--- src/rtl/mm_stream_bridge_pkg.sv ---
// Shared constants and state encoding for the matrix-multiply bridge
// and the engine behind it.
package mm_pkg;

  typedef enum logic [2:0] {
    S_IDLE,
    S_LOAD,
    S_START,
    S_RUN,
    S_RD_ISSUE,
    S_RD_HOLD
  } state_e;

  localparam int L_RAM_SIZE_DEF = 3;

  function automatic int addr_w(input int l);
    return 2 * l + 1;
  endfunction

  function automatic int mat_size(input int l);
    return 2 ** (2 * l);
  endfunction

  function automatic int mat_size2(input int l);
    return 2 * mat_size(l);
  endfunction

endpackage

--- src/rtl/mm_stream_bridge_if.sv ---
// Stream, shared-BRAM and engine signals of the bridge.
// The bridge side is master and the environment side is slave.
interface mm_stream_bridge_if
  import mm_pkg::*;
#(
  parameter int AW = addr_w(L_RAM_SIZE_DEF),
  parameter int DW = 32
);
  logic          s_valid;
  logic          s_ready;
  logic [DW-1:0] s_data;
  logic          m_valid;
  logic          m_ready;
  logic [DW-1:0] m_data;
  logic          m_last;
  logic [AW-1:0] bram_addr;
  logic [DW-1:0] bram_wrdata;
  logic          bram_we;
  logic [DW-1:0] bram_rddata;
  logic          mm_start;
  logic          mm_done;
  logic [AW-1:0] mm_addr;
  logic [DW-1:0] mm_wrdata;
  logic          mm_we;

  modport master (
    input  s_valid, s_data, m_ready,
    input  bram_rddata, mm_done,
    input  mm_addr, mm_wrdata, mm_we,
    output s_ready, m_valid, m_data, m_last,
    output bram_addr, bram_wrdata, bram_we,
    output mm_start
  );

  modport slave (
    output s_valid, s_data, m_ready,
    output bram_rddata, mm_done,
    output mm_addr, mm_wrdata, mm_we,
    input  s_ready, m_valid, m_data, m_last,
    input  bram_addr, bram_wrdata, bram_we,
    input  mm_start
  );
endinterface

--- src/rtl/mm_stream_bridge_mux.sv ---
// Shared BRAM port mux; the select is registered so the port
// changes owner on the cycle after the state decides it.
module mm_bram_mux #(
  parameter int AW = 7,
  parameter int DW = 32
) (
  input  logic          clk,
  input  logic          reset,
  input  logic          sel_d_i,
  input  logic [AW-1:0] br_addr_i,
  input  logic [DW-1:0] br_wrdata_i,
  input  logic          br_we_i,
  input  logic [AW-1:0] en_addr_i,
  input  logic [DW-1:0] en_wrdata_i,
  input  logic          en_we_i,
  output logic [AW-1:0] addr_o,
  output logic [DW-1:0] wrdata_o,
  output logic          we_o
);
  logic sel_q;

  always_ff @(posedge clk or posedge reset) begin
    if (reset) sel_q <= 1'b0;
    else       sel_q <= sel_d_i;
  end

  assign addr_o   = sel_q ? en_addr_i   : br_addr_i;
  assign wrdata_o = sel_q ? en_wrdata_i : br_wrdata_i;
  assign we_o     = sel_q ? en_we_i     : br_we_i;
endmodule

--- src/rtl/mm_stream_bridge.sv ---
// Stream front-end of the matrix-multiply engine: loads A and B,
// runs the engine on the shared BRAM, then streams the results out.
module mm_stream_bridge
  import mm_pkg::*;
#(
  parameter int L_RAM_SIZE     = 3,
  parameter int BITWIDTH       = 32,
  parameter int TIMEOUT_CYCLES = 4096
) (
  input  logic clk,
  input  logic reset,
  mm_stream_bridge_if.master bus,
  output logic busy,
  output logic error
);
  localparam int AW = addr_w(L_RAM_SIZE);
  localparam int M  = mat_size(L_RAM_SIZE);
  localparam int M2 = mat_size2(L_RAM_SIZE);
  localparam int TW = $clog2(TIMEOUT_CYCLES + 1);
  localparam logic [AW-1:0] LAST_LD = AW'(M2 - 1);
  localparam logic [AW-1:0] LAST_RD = AW'(M - 1);
  localparam logic [TW-1:0] T_LAST  = TW'(TIMEOUT_CYCLES - 1);

  state_e                state_q, state_d;
  logic [AW-1:0]         cnt_q, cnt_d;
  logic [TW-1:0]         timer_q, timer_d;
  logic                  err_q, err_d;
  logic                  vld_q, vld_d;
  logic [BITWIDTH-1:0]   data_q, data_d;
  logic                  done_q;
  logic                  s_rdy, beat, done_rise;
  logic                  br_we;
  logic [BITWIDTH-1:0]   br_wd;

  assign s_rdy = ~reset &
    ((state_q == S_IDLE) | (state_q == S_LOAD));
  assign beat      = bus.s_valid & s_rdy;
  assign done_rise = bus.mm_done & ~done_q;

  always_ff @(posedge clk or posedge reset) begin
    if (reset) begin
      state_q <= S_IDLE;
      cnt_q   <= '0;
      timer_q <= '0;
      err_q   <= 1'b0;
      vld_q   <= 1'b0;
      data_q  <= '0;
      done_q  <= 1'b0;
    end else begin
      state_q <= state_d;
      cnt_q   <= cnt_d;
      timer_q <= timer_d;
      err_q   <= err_d;
      vld_q   <= vld_d;
      data_q  <= data_d;
      done_q  <= bus.mm_done;
    end
  end

  always_comb begin
    state_d      = state_q;
    cnt_d        = cnt_q;
    timer_d      = timer_q;
    err_d        = err_q;
    vld_d        = vld_q;
    data_d       = data_q;
    br_we        = 1'b0;
    br_wd        = '0;
    bus.mm_start = 1'b0;
    unique case (1'b1)
      (state_q == S_IDLE): begin
        if (beat) begin
          br_we   = 1'b1;
          br_wd   = bus.s_data;
          err_d   = 1'b0;
          cnt_d   = AW'(1);
          state_d = S_LOAD;
        end
      end
      (state_q == S_LOAD): begin
        if (beat) begin
          br_we = 1'b1;
          br_wd = bus.s_data;
          cnt_d = cnt_q + 1'b1;
          if (cnt_q == LAST_LD) begin
            cnt_d   = '0;
            state_d = S_START;
          end
        end
      end
      (state_q == S_START): begin
        bus.mm_start = 1'b1;
        timer_d      = '0;
        state_d      = S_RUN;
      end
      (state_q == S_RUN): begin
        timer_d = timer_q + 1'b1;
        // A done rise wins over a timeout landing on the same cycle.
        if (done_rise) begin
          cnt_d   = '0;
          state_d = S_RD_ISSUE;
        end else if (timer_d == T_LAST) begin
          err_d   = 1'b1;
          cnt_d   = '0;
          state_d = S_IDLE;
        end
      end
      (state_q == S_RD_ISSUE): begin
        vld_d   = 1'b0;
        state_d = S_RD_HOLD;
      end
      (state_q == S_RD_HOLD): begin
        if (!vld_q) begin
          data_d = bus.bram_rddata;
          vld_d  = 1'b1;
        end else if (bus.m_ready) begin
          vld_d = 1'b0;
          if (cnt_q == LAST_RD) begin
            cnt_d   = '0;
            state_d = S_IDLE;
          end else begin
            cnt_d   = cnt_q + 1'b1;
            state_d = S_RD_ISSUE;
          end
        end
      end
      default: state_d = S_IDLE;
    endcase
  end

  mm_bram_mux #(.AW(AW), .DW(BITWIDTH)) u_mux (
    .clk         (clk),
    .reset       (reset),
    .sel_d_i     (state_d == S_RUN),
    .br_addr_i   (cnt_q),
    .br_wrdata_i (br_wd),
    .br_we_i     (br_we),
    .en_addr_i   (bus.mm_addr),
    .en_wrdata_i (bus.mm_wrdata),
    .en_we_i     (bus.mm_we),
    .addr_o      (bus.bram_addr),
    .wrdata_o    (bus.bram_wrdata),
    .we_o        (bus.bram_we)
  );

  assign bus.s_ready = s_rdy;
  assign bus.m_valid = vld_q;
  assign bus.m_data  = data_q;
  assign bus.m_last  = vld_q & (cnt_q == LAST_RD);
  assign busy        = (state_q != S_IDLE);
  assign error       = err_q;
endmodule

--- src/flat_wrapper.sv ---
// flat-port wrapper written by rule: the top's interface ports become plain ports
module mm_stream_bridge_flat import mm_pkg::*;
#(
  parameter int L_RAM_SIZE     = 3,
  parameter int BITWIDTH       = 32,
  parameter int TIMEOUT_CYCLES = 4096
)
  (clk, reset, busy, error, bus_s_valid, bus_s_data, bus_m_ready, bus_bram_rddata, bus_mm_done, bus_mm_addr, bus_mm_wrdata, bus_mm_we, bus_s_ready, bus_m_valid, bus_m_data, bus_m_last, bus_bram_addr, bus_bram_wrdata, bus_bram_we, bus_mm_start);
  mm_stream_bridge_if #(.AW(7), .DW(32)) bus_i ();
  input  logic clk;
  input  logic reset;
  output logic busy;
  output logic error;
  input wire logic [$bits(bus_i.s_valid)-1:0] bus_s_valid;
  input wire logic [$bits(bus_i.s_data)-1:0] bus_s_data;
  input wire logic [$bits(bus_i.m_ready)-1:0] bus_m_ready;
  input wire logic [$bits(bus_i.bram_rddata)-1:0] bus_bram_rddata;
  input wire logic [$bits(bus_i.mm_done)-1:0] bus_mm_done;
  input wire logic [$bits(bus_i.mm_addr)-1:0] bus_mm_addr;
  input wire logic [$bits(bus_i.mm_wrdata)-1:0] bus_mm_wrdata;
  input wire logic [$bits(bus_i.mm_we)-1:0] bus_mm_we;
  output wire logic [$bits(bus_i.s_ready)-1:0] bus_s_ready;
  output wire logic [$bits(bus_i.m_valid)-1:0] bus_m_valid;
  output wire logic [$bits(bus_i.m_data)-1:0] bus_m_data;
  output wire logic [$bits(bus_i.m_last)-1:0] bus_m_last;
  output wire logic [$bits(bus_i.bram_addr)-1:0] bus_bram_addr;
  output wire logic [$bits(bus_i.bram_wrdata)-1:0] bus_bram_wrdata;
  output wire logic [$bits(bus_i.bram_we)-1:0] bus_bram_we;
  output wire logic [$bits(bus_i.mm_start)-1:0] bus_mm_start;
  assign bus_i.s_valid = bus_s_valid;
  assign bus_i.s_data = bus_s_data;
  assign bus_i.m_ready = bus_m_ready;
  assign bus_i.bram_rddata = bus_bram_rddata;
  assign bus_i.mm_done = bus_mm_done;
  assign bus_i.mm_addr = bus_mm_addr;
  assign bus_i.mm_wrdata = bus_mm_wrdata;
  assign bus_i.mm_we = bus_mm_we;
  assign bus_s_ready = bus_i.s_ready;
  assign bus_m_valid = bus_i.m_valid;
  assign bus_m_data = bus_i.m_data;
  assign bus_m_last = bus_i.m_last;
  assign bus_bram_addr = bus_i.bram_addr;
  assign bus_bram_wrdata = bus_i.bram_wrdata;
  assign bus_bram_we = bus_i.bram_we;
  assign bus_mm_start = bus_i.mm_start;
  mm_stream_bridge #(.L_RAM_SIZE(L_RAM_SIZE), .BITWIDTH(BITWIDTH), .TIMEOUT_CYCLES(TIMEOUT_CYCLES)) u_core (.clk(clk), .reset(reset), .bus(bus_i), .busy(busy), .error(error));
endmodule
--- config.mk ---
export PLATFORM = sky130hd
export DESIGN_NAME = mm_stream_bridge_flat
export DESIGN_NICKNAME = d
export VERILOG_FILES = /design/src/rtl/mm_stream_bridge_pkg.sv /design/src/rtl/mm_stream_bridge_if.sv /design/src/rtl/mm_stream_bridge_mux.sv /design/src/rtl/mm_stream_bridge.sv /design/src/flat_wrapper.sv
export SDC_FILE = /design/constraint.sdc
export NUM_CORES = 1
export LEC_CHECK = 0
export CAP_MARGIN = 15
export CORE_AREA = 5 5 157 99
export DETAILED_ROUTE_END_ITERATION = 16
export DIE_AREA = 0 0 162 104
export DONT_BUFFER_PORTS = 1
export PLACE_DENSITY_LB_ADDON = 0.25
export SLEW_MARGIN = 20
export SYNTH_ARGS = -nofsm -noshare
export SYNTH_HDL_FRONTEND = slang
export SYNTH_SLANG_ARGS = --single-unit
--- constraint.sdc ---
create_clock -name clk -period 1.88 [get_ports clk]
set_input_delay 0.188 -clock clk [delete_from_list [all_inputs] [get_ports clk]]
set_output_delay 0.188 -clock clk [all_outputs]
set_load 0.02 [all_outputs]
==> out/qor.csv <==
stage,metric,value,unit
grt,total track usage,0.115,
drt,average wire per standard cell,17.4,µm
synthesis,Mapped Avg Cell Area,9.09,µm²
sta,post-layout minimum cycle time,1880,ps
min_path,Hold Path Cell Cnt,1,
pwr,Leak,1.80,nW
floorplanning,Initial Util,0.243,
setup_path,critical path class,reg -> reg,
grt,first-pass GRT wire length,15700,µm
setup_path,Critical Path End Type,flip-flop,
clock_tree,Sink Count,59,
setup_path,CP startpoint kind,flip-flop,
pwr,total power,6.35,mW
placement,DP Area,3910,µm²
flow_run,Max-cap violations,0,
finish,area delta synth->final,36.8,%
synthesis,synthesized area,3410,µm²
sta,final worst-path cycle share,1.00,
drt,routed via count,2892,
synthesis,"Seq/Total Area, Yosys",0.433,
clock_tree,Longest Clk Path Bufs,2,
pwr,Worst IR Drop VDD,474,µV
finish,Filler cells,1406,
grt,met1 Use GR,0.148,
sta,Fin. Hold Viols,0,
sta,max-slew violation total from the final report,0,
synthesis,predominant post-synthesis flop cell,dfrtp_1,
placement,final weighted congestion in routability-driven placement,0.820,
drt,router iterations before antenna repair,5,
floorplanning,die area,16800,µm²
clock_tree,"Clk Latency, worst-skew pair",320,ps
sta,post-route setup slack,-4.70,ps
synthesis,post-synth top area cell,dfrtp_1,
setup_path,worst-path maximum fanout,4,
synthesis,syn nets,487,
synthesis,Netlist cell types,53,
grt,initial antenna violation count,0,
clock_tree,CTS tree,done,
synthesis,#FFs+latches synth,59,
drt,Detailed Route Iter0 Violations,289,
drt,drt total wl,10300,µm
synthesis,ys async rst share,1.00,
drt,# DRC,0,
grt,vias in the first global route,2898,
finish,Final Util,0.332,
floorplanning,core area,14000,µm²
outcome,outcome,"finished, violations left",
grt,M2 GR Usage,0.188,
synthesis,area fraction of the dominant cell type after synthesis,0.433,
grt,met3 Use GR,0.0412,
drt,antenna-violating nets left,0,
min_path,HP Class,in -> reg,
setup_path,Worst Path Required,2090,ps
grt,Most Crowded Layer GR,met2,
finish,ANT cells,0,
drt,vias per cell,4.92,
clock_tree,CTS H-Tree Depth,3,
synthesis,Synth Instances,375,
sta,Layout Skew,3.91,ps
sta,# setup viols final,1,
sta,Slew @ Worst Pin,470,ps
clock_tree,CTS root buffer,clkbuf_16,
finish,cell area after layout,4660,µm²
synthesis,Synth area leaders,"dfrtp_1, mux2_2, nand2_1",
finish,share of cells above drive strength 1,0.390,
setup_path,WP data arrival,2090,ps
clock_tree,clock-pin transition on the worst setup and hold timing paths,50,ps
grt,largest net degree at the start of global routing,50,
sta,RSZ-0062 raised after global routing,true,
placement,port bufs,0,
synthesis,Yosys Warn Count,0,
sta,max-slew headroom at the worst pin,0.686,
synthesis,"EDFF count, synth",0,
sta,highest clock rate,531,MHz
finish,NumNets Final,515,
floorplanning,Die Y-Extent,104,µm
outcome,failing checks,setup timing,
pwr,Power Dens Cells,1360,nW/µm²
grt,gr ovfl total,0,
clock_tree,clock buffer count from CTS,9,
floorplanning,Die Span X,162,µm
floorplanning,io pins,187,
placement,Post-DP HPWL,7380,µm
setup_path,cell count of the worst reg-to-reg path,7,
floorplanning,count of standard-cell rows,34,
critical path: stages (launching register included):
cell and delay, ps:
dfrtp_1 410, ha_4 180, or2b_1 240, a21oi_2 160, o221ai_4 140, o21ai_4 250
nand2b_4 100, mux2_4 300
cells by family (layout without fill, tap and decap cells):
family,after synthesis,in the layout,share of synthesized area
simple gates,146,146,0.203
compound gates,93,93,0.169
flops,59,59,0.433
mux,42,42,0.139
buf+inv,31,64,0.0419
fa+ha+maj,3,3,0.0110
xor+xnor,1,1,0.00257
cell usage in the layout, fill, tap and decap left out, types with 4 or more instances in the layout:
cell type | netlist | layout
o21ai_0 | 49 | 16
dfrtp_1 | 59 | 55
o21ai_4 | 1 | 31
nand2_1 | 90 | 88
a21o_1 | 6 | 6
nor2_1 | 15 | 14
inv_1 | 5 | 4
buf_6 | 1 | 4
a21oi_1 | 12 | 12
o21ai_1 | 2 | 5
o31ai_1 | 6 | 6
nand3_1 | 6 | 5
buf_4 | 2 | 31
mux2_2 | 39 | 39
buf_12 | 0 | 5
clkbuf_16 | 0 | 9
cells in the mapped netlist (2+ instances only):
cell type	n
a21oi_2	2
mux2i_1	2
a21o_1	6
mux2_2	39
and2_1	2
o21a_1	2
o31ai_1	6
buf_4	2
dfrtp_1	59
or3_1	2
a21oi_1	12
nor3_1	5
nand2b_4	2
nand2_1	90
nand3_1	6
o2bb2ai_1	3
ha_1	3
nor2_1	15
o41ai_1	2
o21ai_1	2
nand4_1	3
buf_2	9
o21ai_0	49
nand2b_1	4
inv_1	5
nor3_2	3
clkbuf_1	14
stage by stage:
stage	hold WS [ps]	cells	setup slack, ps	setup TNS, ps
final	16.3	588	-4.70	-4.70
after global routing	2.73	588	-70.3	-880
after CTS	1.49	583	2.21	0
after detailed placement	119	558	-35.8	-47.6
after global placement	114	558	24.2	0
after floorplan	219	375	3.48	0
registers in the layout, summed over array words and instances (netlist names):
name / cells
u_core.state_q: 3
u_core.bus.m_data: 32
u_core.error: 1
u_core.done_q: 1
u_core.timer_q: 13
u_core.u_mux.sel_q: 1
u_core.bus.m_valid: 1
u_core.cnt_q: 7
power by group:
| group | switching, mW | internal, mW |
|---|---|---|
| sequential | 0.793 | 1.74 |
| clock | 0.571 | 1.06 |
| combinational | 1.08 | 1.11 |
| total | 2.44 | 3.91 |
metal layers:
layer  share of wire  wire length [µm]  vias up
met5               0                 0        -
met4          0.0064                66        0
met3           0.075               766       10
met2            0.49              5040      120
met1            0.43              4380     1397
li1                -                 -     1365
path summary, 6_finish.rpt:
| check | startpoint | endpoint | slack [ps] |
|---|---|---|---|
| setup / recovery | u_core.timer_q[0]$_DFFE_PP0P_ | u_core.cnt_q[0]$_DFFE_PP0P_ | -5 |
| hold reg to reg | u_core.timer_q[7]$_DFFE_PP0P_ | u_core.timer_q[7]$_DFFE_PP0P_ | 540 |
| min in group asynchronous | reset | u_core.u_mux.sel_q$_DFF_PP0_ | 360 |
| hold / removal | bus_bram_rddata[9] | u_core.bus.m_data[9]$_DFFE_PP0P_ | 20 |
| max in group asynchronous | reset | u_core.timer_q[7]$_DFFE_PP0P_ | 950 |
| setup reg to reg | u_core.timer_q[0]$_DFFE_PP0P_ | u_core.cnt_q[0]$_DFFE_PP0P_ | -5 |
what timing repair did:
action / CTS / global route
hold buffers: 2 / 0
setup endpoints to repair: 37 / 41
buffers inserted: 6 / 5
resized for setup: 32 / 24
gates cloned: 1 / 0
pin swaps: 4 / 10
hold endpoints to repair: 18 / 0
cell type report:
class / count / area (µm²) / share of cell area
clock buffer: 10 / 239 / 0.0513
clock inverter: 6 / 65.1 / 0.0140
inverter: 5 / 18.8 / 0.00403
multi-input combinational: 285 / 2200 / 0.473
sequential: 59 / 1480 / 0.318
tap: 180 / 225 / 0.0483
timing repair buffer: 43 / 425 / 0.0913
(Power assumes the default switching activity.)
